$ cat src/rtl/alu_op_issuer.sv
// alu_op_issuer
//
// Sequencing front-end for the datapath ALU. One instruction at a time is
// accepted over a valid/ready request channel, decoded into the ALU's 6-bit
// control code, and its operand pair is presented to the ALU. The ALU inputs
// are held for a programmable settle window before the result is captured.
// The captured result, branch flag and overflow flag are then returned over a
// valid/ready response channel.
//
// Parameters
//   SETTLE_CYCLES    cycles the ALU inputs are held before capture (1..255)
//   COUNT_RESET_VAL  value op_count takes on reset (normally 0)
//
// Ports
//   clk, rst_n         clock, asynchronous active-low reset
//   req_valid/ready    request handshake; ready only while idle
//   req_instr          instruction word: opcode [31:26], funct [5:0], imm [15:0]
//   req_rs_val/rt_val  register operands, sampled at the accept edge only
//   alu_control/a/b    ALU control code and operands; zero outside ISSUE
//   alu_out/zero/ovf   ALU result, branch-condition flag, carry-out flag
//   rsp_valid/ready    response handshake
//   rsp_result         captured ALU result (0 for illegal instructions)
//   rsp_branch_taken   captured alu_zero, branch opcodes only
//   rsp_overflow       captured alu_overflow (0 for illegal instructions)
//   rsp_illegal        instruction was not decodable
//   op_count           completed responses, wraps silently
//
// state | meaning
// IDLE  | waiting for a request; req_ready=1, ALU inputs zero
// ISSUE | ALU inputs driven from latched decode; settle counter running
// RESP  | rsp_* valid and held until the consumer takes them

module alu_op_issuer #(
  parameter int unsigned SETTLE_CYCLES   = 1,
  parameter logic [15:0] COUNT_RESET_VAL = 16'h0000
) (
  input  logic        clk,
  input  logic        rst_n,
  input  logic        req_valid,
  output logic        req_ready,
  input  logic [31:0] req_instr,
  input  logic [31:0] req_rs_val,
  input  logic [31:0] req_rt_val,
  output logic [5:0]  alu_control,
  output logic [31:0] alu_a,
  output logic [31:0] alu_b,
  input  logic [31:0] alu_out,
  input  logic        alu_zero,
  input  logic        alu_overflow,
  output logic        rsp_valid,
  input  logic        rsp_ready,
  output logic [31:0] rsp_result,
  output logic        rsp_branch_taken,
  output logic        rsp_overflow,
  output logic        rsp_illegal,
  output logic [15:0] op_count
);

  typedef enum logic [1:0] {
    IDLE  = 2'd0,
    ISSUE = 2'd1,
    RESP  = 2'd2
  } state_t;

  localparam logic [7:0] SETTLE_LOAD = 8'(SETTLE_CYCLES - 1);

  state_t      state;
  logic [7:0]  settle_cnt;
  logic        branch_q;
  logic        illegal_q;

  logic [5:0]  opcode;
  logic [5:0]  funct;
  logic [15:0] imm;
  logic [5:0]  dec_ctrl;
  logic [31:0] dec_a;
  logic [31:0] dec_b;
  logic        dec_branch;
  logic        dec_illegal;

  // rs/rt/rd/shamt fields are carried by the register values, not decoded here
  logic        unused_instr_bits;
  assign unused_instr_bits = ^req_instr[25:16];

  assign opcode = req_instr[31:26];
  assign funct  = req_instr[5:0];
  assign imm    = req_instr[15:0];

  // Illegal instructions leave control and both operands at zero so the ALU
  // sees an inert input pair during ISSUE.
  always_comb begin
    dec_ctrl    = 6'd0;
    dec_a       = 32'd0;
    dec_b       = 32'd0;
    dec_branch  = 1'b0;
    dec_illegal = 1'b1;
    case (opcode)
      6'd0: begin
        if (funct inside {6'd32, 6'd34, 6'd36, 6'd37, 6'd39, 6'd42}) begin
          dec_ctrl    = funct;
          dec_a       = req_rs_val;
          dec_b       = req_rt_val;
          dec_illegal = 1'b0;
        end
      end
      6'd8, 6'd10: begin
        dec_ctrl    = opcode;
        dec_a       = req_rs_val;
        dec_b       = {{16{imm[15]}}, imm};
        dec_illegal = 1'b0;
      end
      6'd12, 6'd13, 6'd14: begin
        dec_ctrl    = opcode;
        dec_a       = req_rs_val;
        dec_b       = {16'd0, imm};
        dec_illegal = 1'b0;
      end
      6'd4, 6'd5: begin
        dec_ctrl    = opcode;
        dec_a       = req_rs_val;
        dec_b       = req_rt_val;
        dec_branch  = 1'b1;
        dec_illegal = 1'b0;
      end
      6'd1: begin
        dec_ctrl    = 6'd1;
        dec_a       = req_rs_val;
        dec_b       = 32'd0;
        dec_branch  = 1'b1;
        dec_illegal = 1'b0;
      end
      default: begin
      end
    endcase
  end

  // The alu_* outputs are themselves the latched decode registers: loaded at
  // accept, cleared at capture, so they are zero in every state but ISSUE.
  always_ff @(posedge clk or negedge rst_n) begin
    if (!rst_n) begin
      state            <= IDLE;
      req_ready        <= 1'b1;
      rsp_valid        <= 1'b0;
      alu_control      <= 6'd0;
      alu_a            <= 32'd0;
      alu_b            <= 32'd0;
      settle_cnt       <= 8'd0;
      branch_q         <= 1'b0;
      illegal_q        <= 1'b0;
      rsp_result       <= 32'd0;
      rsp_branch_taken <= 1'b0;
      rsp_overflow     <= 1'b0;
      rsp_illegal      <= 1'b0;
      op_count         <= COUNT_RESET_VAL;
    end else begin
      case (state)
        IDLE: begin
          if (req_valid && req_ready) begin
            alu_control <= dec_ctrl;
            alu_a       <= dec_a;
            alu_b       <= dec_b;
            branch_q    <= dec_branch;
            illegal_q   <= dec_illegal;
            settle_cnt  <= SETTLE_LOAD;
            req_ready   <= 1'b0;
            state       <= ISSUE;
          end
        end
        ISSUE: begin
          if (settle_cnt == 8'd0) begin
            rsp_result       <= illegal_q ? 32'd0 : alu_out;
            rsp_branch_taken <= branch_q & alu_zero;
            rsp_overflow     <= ~illegal_q & alu_overflow;
            rsp_illegal      <= illegal_q;
            rsp_valid        <= 1'b1;
            alu_control      <= 6'd0;
            alu_a            <= 32'd0;
            alu_b            <= 32'd0;
            state            <= RESP;
          end else begin
            settle_cnt <= settle_cnt - 8'd1;
          end
        end
        RESP: begin
          // req_ready rises one edge after the response handshake, so a
          // request can never be accepted in the same cycle.
          if (rsp_valid && rsp_ready) begin
            rsp_valid <= 1'b0;
            req_ready <= 1'b1;
            op_count  <= op_count + 16'd1;
            state     <= IDLE;
          end
        end
        default: begin
          state     <= IDLE;
          req_ready <= 1'b1;
          rsp_valid <= 1'b0;
        end
      endcase
    end
  end

endmodule

$ cat config.mk
export PLATFORM = sky130hd
export DESIGN_NAME = alu_op_issuer
export DESIGN_NICKNAME = d
export VERILOG_FILES = /design/src/rtl/alu_op_issuer.sv
export SDC_FILE = /design/constraint.sdc
export NUM_CORES = 1
export LEC_CHECK = 0
export CAP_MARGIN = 20
export CORE_ASPECT_RATIO = 1.5
export CORE_MARGIN = 5
export CORE_UTILIZATION = 35
export DETAILED_ROUTE_END_ITERATION = 6
export PLACE_DENSITY = 0.69
export SLEW_MARGIN = 15
export SYNTH_ARGS = -nofsm -noshare
export SYNTH_HDL_FRONTEND = slang
export SYNTH_SLANG_ARGS = --single-unit
$ cat constraint.sdc
create_clock -name clk -period 2.8 [get_ports clk]
set_input_delay 0.42 -clock clk [delete_from_list [all_inputs] [get_ports clk]]
set_output_delay 0.42 -clock clk [all_outputs]
set_load 0.05 [all_outputs]
==> results.md, run 1 <==
* Combinational family with the most area after synthesis: compound AO/OA/AOI/OAI gates
* Commonest cells after routing, fill and taps aside: clkdlybuf4s50_1 (245), dfrtp_1 (134), nand2_1 (51)
* CP Launch Type: flip-flop
* Tmin final at 2233 ps
* Mean Syn Cell Area at 11.67 sq um
* Pint at 0.005382 W
* Die area at approximately 0.019 sq mm
* CTS tree: done
* Tcrit/Tclk final at 0.7974
* Nets at between 800 and 900
* Outcome: completed
* Ant diodes at 0
* Final HPWL from detailed placement at 11.96 mm
* P_leak at 4.063 nW
* Pre-antenna DRT Iters at 5
* Worst skew pair latency at 410 ps
* Sequential share of the synthesized area at 0.5947
* Die Ht at 166.1 um
* Pre-CTS setup slack at 287.9 ps
* Routed wire length at 16.19 mm
* Global-route wire length before repair at 26.06 mm
* Reg power frac at 0.323
* Clock root cell: clkbuf_16
* Max Cap Viol at 0
* FILL cells at 1443
* Total gr overflow at 0
* Adder-cell share of the synthesized area at 0.006605
* Worst-path fanout max at 42
* Layout overhead on the synthesized area at 57.88%
* IO Count at 257
* Critical path class: reg2reg
* VDD IR-drop max at ~0.59 mV
* Share of cells above drive strength 1 at 0.07517
* Via count of the first global-routing pass at 5010
* Commonest non-fill, non-tap cell in the layout: clkdlybuf4s50_1
* DR WL/cell at between 15 and 20 um
* Initial drt markers at 222
* EDFF count, synth at 0
* Clk pwr share at 0.265
* Row count at 57
* Critical Path Start: settle_cnt[0]
* Largest net degree at the start of global routing at 82
* Worst hold slack at 43.35 ps
* Crit path DAT at 2510 ps
* Post-Route Setup TNS at 0 ps
* Synth Area in Compound Gates at 0.1830
* Starting Density at 0.3526
* Number of post-CTS setup repair buffers at 0
* Clock Path Buffers at 2
* Worst Setup EP: alu_a[22]
* Hold-fix buffers, CTS at 0
* Post-DR vias/cell at around 5
* Slew at the pin with the worst max-slew slack at between 800 and 900 ps
* DR vias at roughly 4.7k
* Sw Ratio at 0.3953
* Clock slew at reported path FFs at 60 ps
* Post-synthesis xor/xnor area fraction at 0.02928
* Syn nets at approximately 620
* Setup ws final at around 570 ps
* Hold WC Path Type: in2async
* CP Data Required Time at 3080 ps
* Nature of the critical path endpoint: flip-flop
* Post-cts sizing count at 0
* Final Slew Violations at 0
* Worst r2r src: settle_cnt[0]
* Total GRT Usage at 0.1706
* Worst reg-to-reg setup slack at roughly 570 ps
* Sw power at 0.003518 W
* R2R Path End: alu_a[22]
* Port Buffers at 246
* Cell count after synthesis at 487
* # H-tree levels at 4
* Post-synthesis mux area share at 0.007706
* Number of synthesized register bits at 135
* CTS sink count at 135
* Synth Flop Type: dfrtp_1
* Maximum clock rate at 447.9 MHz
* Max_slew headroom at 0.4157
* Logic pwr share at 0.412
* RSZ-0062 raised after global routing: false
* TritonCTS buffer count at 17
* Endpoints failing hold at 0
* Final ANT Viol Nets at 0
* Core area at around 0.016 sq mm
* Final setup fails at 0
* Gpl congestion at 0.8724
* Post-Synth Simple-Gate Area at 0.1422
* Power density over the cells at a little under 1000 mW/mm^2
* Yosys warnings at 0
* Die X-Extent at 114.0 um
* Mapped cell area at between 0.005 and 0.006 sq mm
* Drt drc at 0
* Clk_skew at 11.45 ps
* FFs w/ async S/R, synth at 1.000
* Antenna violations before repair at 0
* Cell variety after synth at 44
* Reg2reg path depth at 8
[metal layers]
layer | track usage | vias to the layer above | wire length [um]
li1 | - | 2246 | -
met1 | 0.1969 | 2261 | 6408
met2 | 0.2973 | 174 | 8231
met3 | 0.05687 | 16 | 1319
met4 | 0.05013 | 0 | 229
met5 | 0 | - | 0
[cell usage after synthesis, types with 2 or more instances]
cell type,instances,area [sq um]
and4b_1,2,20.02
a221o_1,16,160.2
and3_1,3,18.77
nor2b_1,3,18.77
nor3b_1,3,22.52
xor2_1,6,52.55
ha_1,3,37.54
nand2_1,51,191.4
a22o_1,49,429.2
o21ai_0,43,215.2
nor4_1,3,18.77
buf_4,5,37.54
xnor2_1,13,113.9
and4_1,2,17.52
a21o_1,17,127.6
buf_2,7,35.03
inv_1,6,22.52
buf_6,6,67.56
clkbuf_1,11,41.29
a21oi_1,9,45.04
nor3_1,3,15.01
nand2b_1,36,225.2
nor3_2,2,20.02
a31oi_1,2,12.51
o31ai_1,2,15.01
nand4_1,5,31.28
mux2_2,3,33.78
nor2_1,15,56.30
nand3_1,13,65.06
dfrtp_1,134,3353
[state kept, by name, indices dropped and copies added (netlist names)]
signal,flops
alu_a,32
alu_b,32
rsp_result,32
op_count,16
settle_cnt,8
alu_control,6
state,2
branch_q,1
illegal_q,1
req_ready,1
rsp_branch_taken,1
rsp_illegal,1
rsp_overflow,1
rsp_valid,1
[how the worst min path moves through the flow]
stage                        startpoint       endpoint  slack [ps]  cells past startpoint
after floorplan                   rst_n       alu_a[0]         120                      0
after global placement     op_count[15]   op_count[15]         460                      1
after detailed placement  rsp_result[9]  rsp_result[9]         470                      2
after CTS                         rst_n    op_count[9]          80                      1
after global routing              rst_n   op_count[14]         120                      1
final                             rst_n    op_count[9]          40                      1
[critical path: stages (launching register included)]
cell and delay (ps):
dfrtp_1 400, inv_1 110, ha_1 210, nor4b_4 260
nand3_2 110, and2_2 320, buf_12 230, buf_4 210
a22o_1 240
[metrics by stage]
step / util / instances / total power [W] / instance area, sq um
4_1_cts: 0.5554 / 950 / 0.009008 / 8952
6_report: 0.5567 / 951 / 0.008900 / 8972
3_3_place_gp: 0.5164 / 919 / 0.006525 / 8323
3_5_place_dp: 0.5164 / 919 / 0.006596 / 8323
5_1_grt: 0.5567 / 951 / 0.009314 / 8972
2_1_floorplan: - / 487 / 0.005190 / 5683
[area by class of cell]
cell class | instances | area [sq um] | share of cell area
Sequential cell | 135 | 3379 | 0.3767
Timing Repair Buffer | 257 | 2584 | 0.2880
Multi-Input combinational cell | 316 | 2100 | 0.2340
Clock buffer | 19 | 452.9 | 0.05048
Tap cell | 206 | 257.7 | 0.02873
Clock inverter | 12 | 176.4 | 0.01966
Inverter | 6 | 22.52 | 0.002510
[cell families (layout without fill, tap and decap cells)]
logic type,after synthesis,in the layout
compound gates,142,142
flops,135,135
mux,4,4
xor+xnor,19,19
fa+ha+maj,3,3
buf+inv,36,294
simple gates,148,148
[power by group through the flow]
stage               Combinational [W]  Sequential, W  Clock (W)
global placement              0.00365        0.00288          0
floorplan                    0.000789        0.00440          0
detailed placement            0.00369        0.00290          0
finish                        0.00367        0.00288    0.00235
global route                  0.00386        0.00296    0.00249
CTS                           0.00370        0.00288    0.00242
Power figures use the tool's default switching activity.
==> inputs of run 2 (changes only) <==
--- a/config.mk
+++ b/config.mk
@@ -10,7 +10,7 @@
 export CORE_MARGIN = 5
 export CORE_UTILIZATION = 35
 export DETAILED_ROUTE_END_ITERATION = 6
-export PLACE_DENSITY = 0.69
+export PLACE_DENSITY = 0.72
 export SLEW_MARGIN = 15
 export SYNTH_ARGS = -nofsm -noshare
 export SYNTH_HDL_FRONTEND = slang
==> constraint.sdc (replaced) <==
create_clock -name clk -period 1.9 [get_ports clk]
set_input_delay 0.285 -clock clk [delete_from_list [all_inputs] [get_ports clk]]
set_output_delay 0.285 -clock clk [all_outputs]
set_load 0.05 [all_outputs]
==> run 2 against run 1 <==
Compared with the run above:
- global-route usage grew 0.62 points
- total power grew 46%
- critical path type unchanged
- largest cell class unchanged
- register-to-register slack lost 560 ps
- setup slack lost 560 ps
- sequential power grew 47%
- non-clock buffer count grew 29
- flip-flop and latch count is the same
- via count grew 4.2%
- critical endpoint is now alu_a[17]
- critical path depth shrank 1
- routed wire length grew 6.2%
- highest routed layer unchanged
- die area is the same
==> results.md, run 2 (synthesis results as in run 1) <==
* Outcome: completed
* Routed wire length at 17.19 mm
* Slew at the pin with the worst max-slew slack at 836.8 ps
* Endpoints failing hold at 0
* Ant diodes at 0
* Clock slew at reported path FFs at 60 ps
* Die Ht at 166.1 um
* Final Slew Violations at 0
* IO Count at 257
* Maximum clock rate at roughly 530 MHz
* Clk_skew at 9.507 ps
* Worst skew pair latency at roughly 410 ps
* Share of cells above drive strength 1 at 0.1427
* Gpl congestion at 0.8349
* Die area at 0.01894 sq mm
* Global-route wire length before repair at 26.85 mm
* Pre-antenna DRT Iters at 4
* CTS tree: done
* Crit path DAT at roughly 2200 ps
* Clock root cell: clkbuf_16
* Max_slew headroom at 0.4421
* Initial drt markers at 270
* # H-tree levels at 4
* Commonest cells after routing, fill and taps aside: clkdlybuf4s50_1 (163), dfrtp_1 (133), nand2_1 (51)
* Final setup fails at 0
* Final HPWL from detailed placement at 12.50 mm
* Fin area at roughly 0.0093 sq mm
* Total gr overflow at 0
* Row count at 57
* Tcrit/Tclk final at 0.9972
* VDD IR-drop max at 1.132 mV
* Nets at 902
* CP Launch Type: flip-flop
* DR WL/cell at approximately 17 um
* Max Cap Viol at 0
* P_leak at 5.000 nW
* CTS sink count at 135
* Largest net degree at the start of global routing at 49
* Post-Route Setup TNS at 0 ps
* Via count of the first global-routing pass at roughly 5.2k
* Commonest non-fill, non-tap cell in the layout: clkdlybuf4s50_1
* Worst hold slack at 377.6 ps
* Placed inst area at 0.008562 sq mm
* Worst-path fanout max at 32
* Port Buffers at 246
* Total GRT Usage at 0.1767
* Antenna violations before repair at 0
* Leading registers by flop count: alu_a: 32 flops, alu_b: 32 flops, rsp_result: 32 flops
* DR vias at 4894
* Core area at 0.01612 sq mm
* Critical path class: reg2reg
* Tmin final at 1895 ps
* Starting Density at 0.3526
* Power density over the cells at 1393 mW/mm^2
* Clock Path Buffers at 2
* Final ANT Viol Nets at 0
* Nature of the critical path endpoint: flip-flop
* TritonCTS buffer count at 17
* Post-DR vias/cell at 4.974
* Hold WC Path Type: in2async
* Drt drc at 0
* FILL cells at 1363
* Dpl cells at ~940
* Layout overhead on the synthesized area at 64.24%
* CP Data Required Time at 2200 ps
* Die X-Extent at 114.0 um
* Layout Cells excl Fill at around 980
## run 2: changes by cell type in the layout (fill, tap and decap cells not counted), sizes merged
| cell | previous run | this run |
|---|---|---|
| bufinv | 4 | 2 |
| clkinv | 6 | 4 |
| dlymetal6s2s | 0 | 41 |
| and2 | 1 | 4 |
| inv | 6 | 9 |
| clkinvlp | 2 | 3 |
| clkbuf | 19 | 20 |
| buf | 12 | 58 |
| clkdlybuf4s50 | 245 | 163 |
| dlygate4sd2 | 0 | 23 |
| dlygate4sd3 | 0 | 1 |
## run 2: area by class of cell
cell class / instances / area (sq um) / share of cell area
clock buffers: 20 / 456.7 / 0.04893
clock inverters: 12 / 143.9 / 0.01542
inverters: 6 / 22.52 / 0.002413
multi-input cells: 319 / 2173 / 0.2328
flip-flops and latches: 135 / 3381 / 0.3622
well taps: 206 / 257.7 / 0.02761
repair buffers: 286 / 2899 / 0.3106
## run 2: per-layer routing
metal | wire [um] | track usage | vias up | part of all wire
met2 | 8749 | 0.2955 | 188 | 0.51
li1 | - | - | 2315 | -
met3 | 1310 | 0.05724 | 30 | 0.076
met4 | 414 | 0.05943 | 0 | 0.024
met1 | 6713 | 0.2134 | 2361 | 0.39
met5 | 0 | 0 | - | 0
## run 2: critical path: stages, from the launching register on
cell and delay [ps]:
dfrtp_1 420, inv_2 100, ha_4 140, nor4b_4 280, nand3_4 180, and2_4 240
buf_12 170, a22o_1 240
## run 2: final timing paths
check / endpoint / slack [ps] / cells past startpoint / from
max: alu_a[17] / 5 / 7 / settle_cnt[1]
min: op_count[12] / 380 / 2 / rst_n
max reg2reg: alu_a[17] / 5 / 7 / settle_cnt[1]
min reg2reg: rsp_overflow / 480 / 2 / rsp_overflow
max in group asynchronous: alu_b[15] / 930 / 3 / rst_n
min in group clk: rsp_result[25] / 440 / 3 / alu_out[25]
## run 2: metrics by stage
step	setup slack, ps	utilization	total power [W]
final	5.266	0.5791	0.01301
after global routing	-19.27	0.5791	0.01362
after CTS	-14.26	0.5678	0.01312
after detailed placement	-329.1	0.5312	0.009798
after global placement	-281.9	0.5312	0.009675
after floorplan	7.919	-	0.007676
## run 2: where the power goes
group	internal, W	switching, W
combinational	0.00204	0.00344
clock	0.00202	0.00128
sequential	0.00364	0.000576
total	0.00771	0.00530
## run 2: repair_timing
item | in CTS | in global routing
gates cloned | 1 | 2
hold buffers | 1 | 0
buffers inserted | 0 | 5
endpoints found under the setup margin | 56 | 109
hold endpoints to repair | 42 | 0
resized for setup | 24 | 49
pin swaps | 15 | 5
==> variant 1, RTL diff (settings of run 2) <==
Encoding of `state_t`: now one-hot (3 bits for 3 states).
--- a/src/rtl/alu_op_issuer.sv
+++ b/src/rtl/alu_op_issuer.sv
@@ -58,6 +58,6 @@
 
-  typedef enum logic [1:0] {
-    IDLE  = 2'd0,
-    ISSUE = 2'd1,
-    RESP  = 2'd2
+  typedef enum logic [2:0] {
+    IDLE  = 3'b001,
+    ISSUE = 3'b010,
+    RESP  = 3'b100
   } state_t;
Function: no difference found for any inputs over 4 cycles, from zero or initial values and one cycle with rst_n low; so few cycles prove little.
==> variant 1 against run 2 <==
- non-clock buffer count increased by 9
- power is 13% higher
- critical endpoint is now settle_cnt[5]
- area after synthesis increased by 0.75%
- design area increased by 3.0%
- wire length increased by 7.3%
- sequential cell count rose by 1
- critical path depth down 3
- highest routed layer unchanged
- setup slack gained 0.012 ns
==> variant 1: results (changes against run 2) <==
Synth
  – Netlist cell types: 48 (+9.1%)
  – YS warnings: 0 (unchanged)
  – Asr flop ratio synth: 100% (unchanged)
  – Synth area leaders: dfrtp_1 (59%), a221o_1 (5.8%), a22o_1 (5.2%), nand2b_1 (4.0%), o21ai_0 (3.5%)
  – Post-synthesis sequential area ratio: 59.5% (about the same)
  – Syn_nets: 630 (+0.96%)
  – Most frequent cells after synthesis: dfrtp_1 (134), nand2_1 (51), o21ai_0 (40), nand2b_1 (37), a22o_1 (34)
  – Synth Flop Type: dfrtp_1
  – Avg Cell Area, Syn: 11.6 sq um (-0.48%)

Worst setup path
  – Crit path max fanout: 5 (-84%)
  – Max stage delay on crit path: 0.47 ns (+0.05 ns)
  – Crit-path slowest cell: or4b_1
  – FF-to-FF setup slack: 0.02 ns
  – Crit path arrival time: 2.21 ns (+0.02 ns)

Detailed routing
  – Vias/cell: 5.18 (+4.1%)
  – Initial drt markers: 274 (+1.5%)
  – Final WL: 18.4 mm (+7.3%)
  – Detailed Routing Iterations Pass 1: 4 (unchanged)

Place
  – Placed Area: 8730 sq um (+2.0%)
  – DP HPWL: 13.3 mm (+6.7%)
  – RePlAce Congestion: 0.833 (-0.28%)
  – Placed Cells: 956 (+1.3%)
  – Placement Setup Slack: -0.373 ns (-0.0437 ns)
  – Port bufs: 246 (unchanged)

Run status
  – Status: complete, no violations

Final layout
  – Layout cells sized above 1: 14.4% (+0.18 points)
  – Final Non-Filler Cells: 995 (+1.1%)
  – Regs by FF count: alu_a: 32 flops, alu_b: 32 flops, rsp_result: 32 flops
  – N_diodes: 0 (unchanged)
  – Final #Nets: 913 (+1.2%)
  – Layout fillers: 1347 (-1.2%)

GRT
  – Pin count of the biggest net entering global routing: 71 (+45%)
  – Vias in the first global route: 5618 (+8.9%)
  – First-pass GRT wire length: 28.7 mm (+6.9%)
  – Tot GR Track Use: 18.8% (+1.1 points)
  – Initial antenna violation count: 0 (unchanged)

Power
  – VDD IR max: 0.880 mV (-22%)
  – Internal Dissipation: 0.00852 W (+10%)
  – Leakage: 5.32 nW (+6.5%)

Clock tree
  – Root buf cell: clkbuf_16
  – Worst-Skew Late Latency: 0.41 ns (about the same)
  – TritonCTS Buffers: 17 (unchanged)
  – CTS Buffer Depth: 2 (unchanged)
  – Htree depth: 4 (unchanged)
  – Clock-pin slew on the worst setup and hold paths: 0.06 ns (about the same)

Timing
  – Worst Hold Slack: 0.400 ns (+0.0219 ns)
  – Slew Limit Headroom: 40.4% (-3.8 points)
  – Pins over their slew limit: 0 (unchanged)
  – Clock skew: 0.0137 ns (+0.00422 ns)
  – Final period utilization: 99.1% (-0.61 points)

Worst hold path
  – Worst hold path class: input port to asynchronous set/reset pin
## variant 1: changes by cell type in the layout (fill, tap and decap cells not counted), moves of 4 or more
cell | run 2 | this run
nand3_1 | 13 | 5
nor2_1 | 14 | 9
a22o_1 | 49 | 34
a21oi_1 | 9 | 4
a221o_1 | 16 | 33
and4_1 | 2 | 6
and2_4 | 4 | 0
clkdlybuf4s50_1 | 163 | 153
a21o_1 | 17 | 1
dlymetal6s2s_1 | 41 | 61
and3_1 | 3 | 24
## variant 1: worst paths after layout
path	depth (start not counted)	from	endpoint
setup / recovery	4	state[1]	settle_cnt[5]
hold / removal	2	rst_n	op_count[8]
setup reg to reg	4	state[1]	settle_cnt[5]
hold reg to reg	1	op_count[15]	op_count[15]
max in group asynchronous	3	rst_n	state[0]
min in group clk	3	alu_out[10]	rsp_result[10]
## variant 1: repair_timing
action	CTS	global route
hold buffers	1	0
pin swaps	1	5
hold endpoints to repair	47	0
buffers inserted	0	5
gates cloned	0	1
setup endpoints to repair	55	101
resized for setup	23	66
## variant 1: worst max-delay path: cells and delay by family (launching register included)
kind / cells / cell delay, ns
AO/OA/AOI/OAI: 1 / 0.13
flip-flops: 1 / 0.40
AND/OR/NAND/NOR: 3 / 1.29
## variant 1: power by group through the flow
| stage | sequential [W] | clock (W) | combinational, W |
|---|---|---|---|
| finish | 0.00433 | 0.00353 | 0.00688 |
| CTS | 0.00436 | 0.00360 | 0.00688 |
| detailed placement | 0.00439 | 0 | 0.00689 |
| global placement | 0.00435 | 0 | 0.00674 |
| floorplan | 0.00687 | 0 | 0.00169 |
| global route | 0.00446 | 0.00372 | 0.00726 |
## variant 1: metal layers
layer / GRT usage (%) / share of wire (%) / up-vias
met5: 0 / 0 / -
met4: 5.89 / 2.5 / 0
met3: 6.13 / 6.9 / 29
met2: 33.6 / 53 / 208
met1: 20.8 / 37 / 2535
li1: - / - / 2378
## variant 1: final cells by class
cell class / count / area (sq um) / area share [%]
sequential: 136 / 3410 / 35.4
timing repair buffer: 295 / 3050 / 31.7
multi-input combinational: 320 / 2240 / 23.3
clock buffer: 18 / 439 / 4.57
tap: 206 / 258 / 2.68
clock inverter: 14 / 195 / 2.03
inverter: 6 / 22.5 / 0.234
## variant 1: logic make-up (layout without fill, tap and decap cells)
logic type               count (synthesis)  after routing  share of synthesized area, %
AND/OR/NAND/NOR                        165            165                          16.1
flip-flops                             136            136                          59.5
AO/OA/AOI/OAI                          130            130                          17.5
buffers and inverters                   37            333                          2.73
XOR/XNOR                                16             16                          2.45
multiplexers                             6              6                          1.09
adder cells (fa/ha/maj)                  3              3                         0.656
==> variant 2, RTL diff (settings of run 2) <==
Without the edit above. Reset style: synchronous (`rst_n`), changed in one clocked block. Comments in the files are not updated.
--- a/src/rtl/alu_op_issuer.sv
+++ b/src/rtl/alu_op_issuer.sv
@@ -138,3 +138,3 @@
   // accept, cleared at capture, so they are zero in every state but ISSUE.
-  always_ff @(posedge clk or negedge rst_n) begin
+  always_ff @(posedge clk) begin
     if (!rst_n) begin
Function: differs if rst_n is asserted again (counterexample within 4 cycles, from zero or initial values and one cycle with rst_n low); with rst_n held inactive, the same outputs for 4 cycles.
==> variant 2 against run 2 <==
- area after synthesis is 8.0% lower
- count of clock-buffer cells in the layout fell by 2
- fmax up 1.2%
- design area shrank 3.7%
- core utilization grew 3.7 points
- via count increased by 3.7%
- wire length is 1.5% lower
- sequential share of layout area decreased by 6.1 points
- sequential cell count unchanged
- setup slack improved by 0.023 ns
- die area shrank 7.4%
- cell count increased by 4.6%
- largest cell class is now non-clock buffers
Power is not compared: it rests on default switching activity, and its combinational part moved more than twofold at a synthesized area within 25%.
==> variant 2: results (changes against run 2) <==
Run status
  – Status: complete, no violations

GRT
  – Grt met1 use: 20.4% (-0.96 points)
  – Met3 usage: 5.61% (-0.11 points)
  – First-pass GRT wire length: 26.1 mm (-2.8%)
  – Met2 Track Usage GR: 32.9% (+3.4 points)
  – Pin count of the biggest net entering global routing: 58 (+18%)

Detailed routing
  – Met3 WL: 1.21 mm (-7.9%)
  – Detailed Routing Iterations Pass 1: 6 (+2)
  – Via count: 5077 (+3.7%)
  – Final WL: 16.9 mm (-1.5%)
  – Met2 wire len: 8.66 mm (-0.98%)

Final layout
  – Clock network area share: 6.69% (+0.26 points)
  – Area Growth Syn to Fin: 72.0%
  – Fraction of area in multi-input gates: 26.5% (+3.2 points)
  – Plain + repair buffers: 297 (+3.8%)
  – Final #Nets: 957 (+6.1%)
  – Layout cells sized above 1: 13.0% (-1.3 points)

Place
  – DP HPWL: 12.2 mm (-2.1%)
  – RePlAce Congestion: 0.790 (-5.4%)

Synth
  – Synth Flop Type: dfxtp_1
  – Post-synthesis sequential area ratio: 51.7% (-7.8 points)
  – Asr flop ratio synth: 0% (-100 points)
  – Synth area leaders: dfxtp_1 (52%), a22o_1 (8.0%), nand3b_1 (5.0%), a21oi_1 (4.4%), nand2_1 (4.2%)

Timing
  – Worst-Margin Slew: 0.578 ns (-0.259 ns)

Worst setup path
  – Crit path arrival time: 1.59 ns (-0.60 ns)
==> variant 2: cell count changes in the layout (fill, tap and decap cells not counted), moves of 21 or more <==
cell,run 2,this run
a21oi_1,9,46
nand2b_1,36,7
o21ai_0,42,6
nor2_1,14,35
dfrtp_1,133,0
dfxtp_1,0,130
nand3b_1,0,35
clkdlybuf4s50_1,163,207
==> variant 2: where the power goes <==
| part | leakage (nW) | internal [W] | switching [W] | total (W) |
|---|---|---|---|---|
| Sequential | 1.09 | 0.00290 | 0.0000372 | 0.00294 |
| Clock | 0.291 | 0.00207 | 0.00125 | 0.00333 |
| Combinational | 2.54 | 0.000556 | 0.000583 | 0.00114 |
| Total | 3.92 | 0.00553 | 0.00187 | 0.00741 |
==> variant 2: final timing paths <==
kind,start,endpoint,slack [ns],cells past startpoint
setup / recovery,alu_a[19],alu_a[19],0.03,1
hold / removal,rsp_result[25],rsp_result[25],0.45,2
setup reg to reg,settle_cnt[4],alu_a[24],0.04,6
hold reg to reg,rsp_result[25],rsp_result[25],0.45,2
==> variant 2: per-stage QoR <==
stage,std cells,setup TNS (ns),setup WS (ns)
after detailed placement,989,-22.72,-0.369
after floorplan,538,0,0.0110
after CTS,1024,-0.0924,-0.0350
after global routing,1029,-0.228,-0.0292
after global placement,989,-17.73,-0.301
final,1029,0,0.0285
==> variant 2: cells by family after synthesis <==
group / share of synthesized area [%]
and+or+nand+nor: 19.6
AOI/OAI and AO/OA: 20.4
muxes: 0.407
adders and majority gates: 0.718
xor gates and xnor gates: 3.02
buffers and inverters: 4.09
DFF: 51.7
==> variant 2: what timing repair did <==
| action | CTS | global route |
|---|---|---|
| buffers inserted | 1 | 0 |
| gates resized for setup | 16 | 34 |
| cloned | 2 | 5 |
| endpoints found under the setup margin | 107 | 128 |
| pin swaps | 4 | 38 |
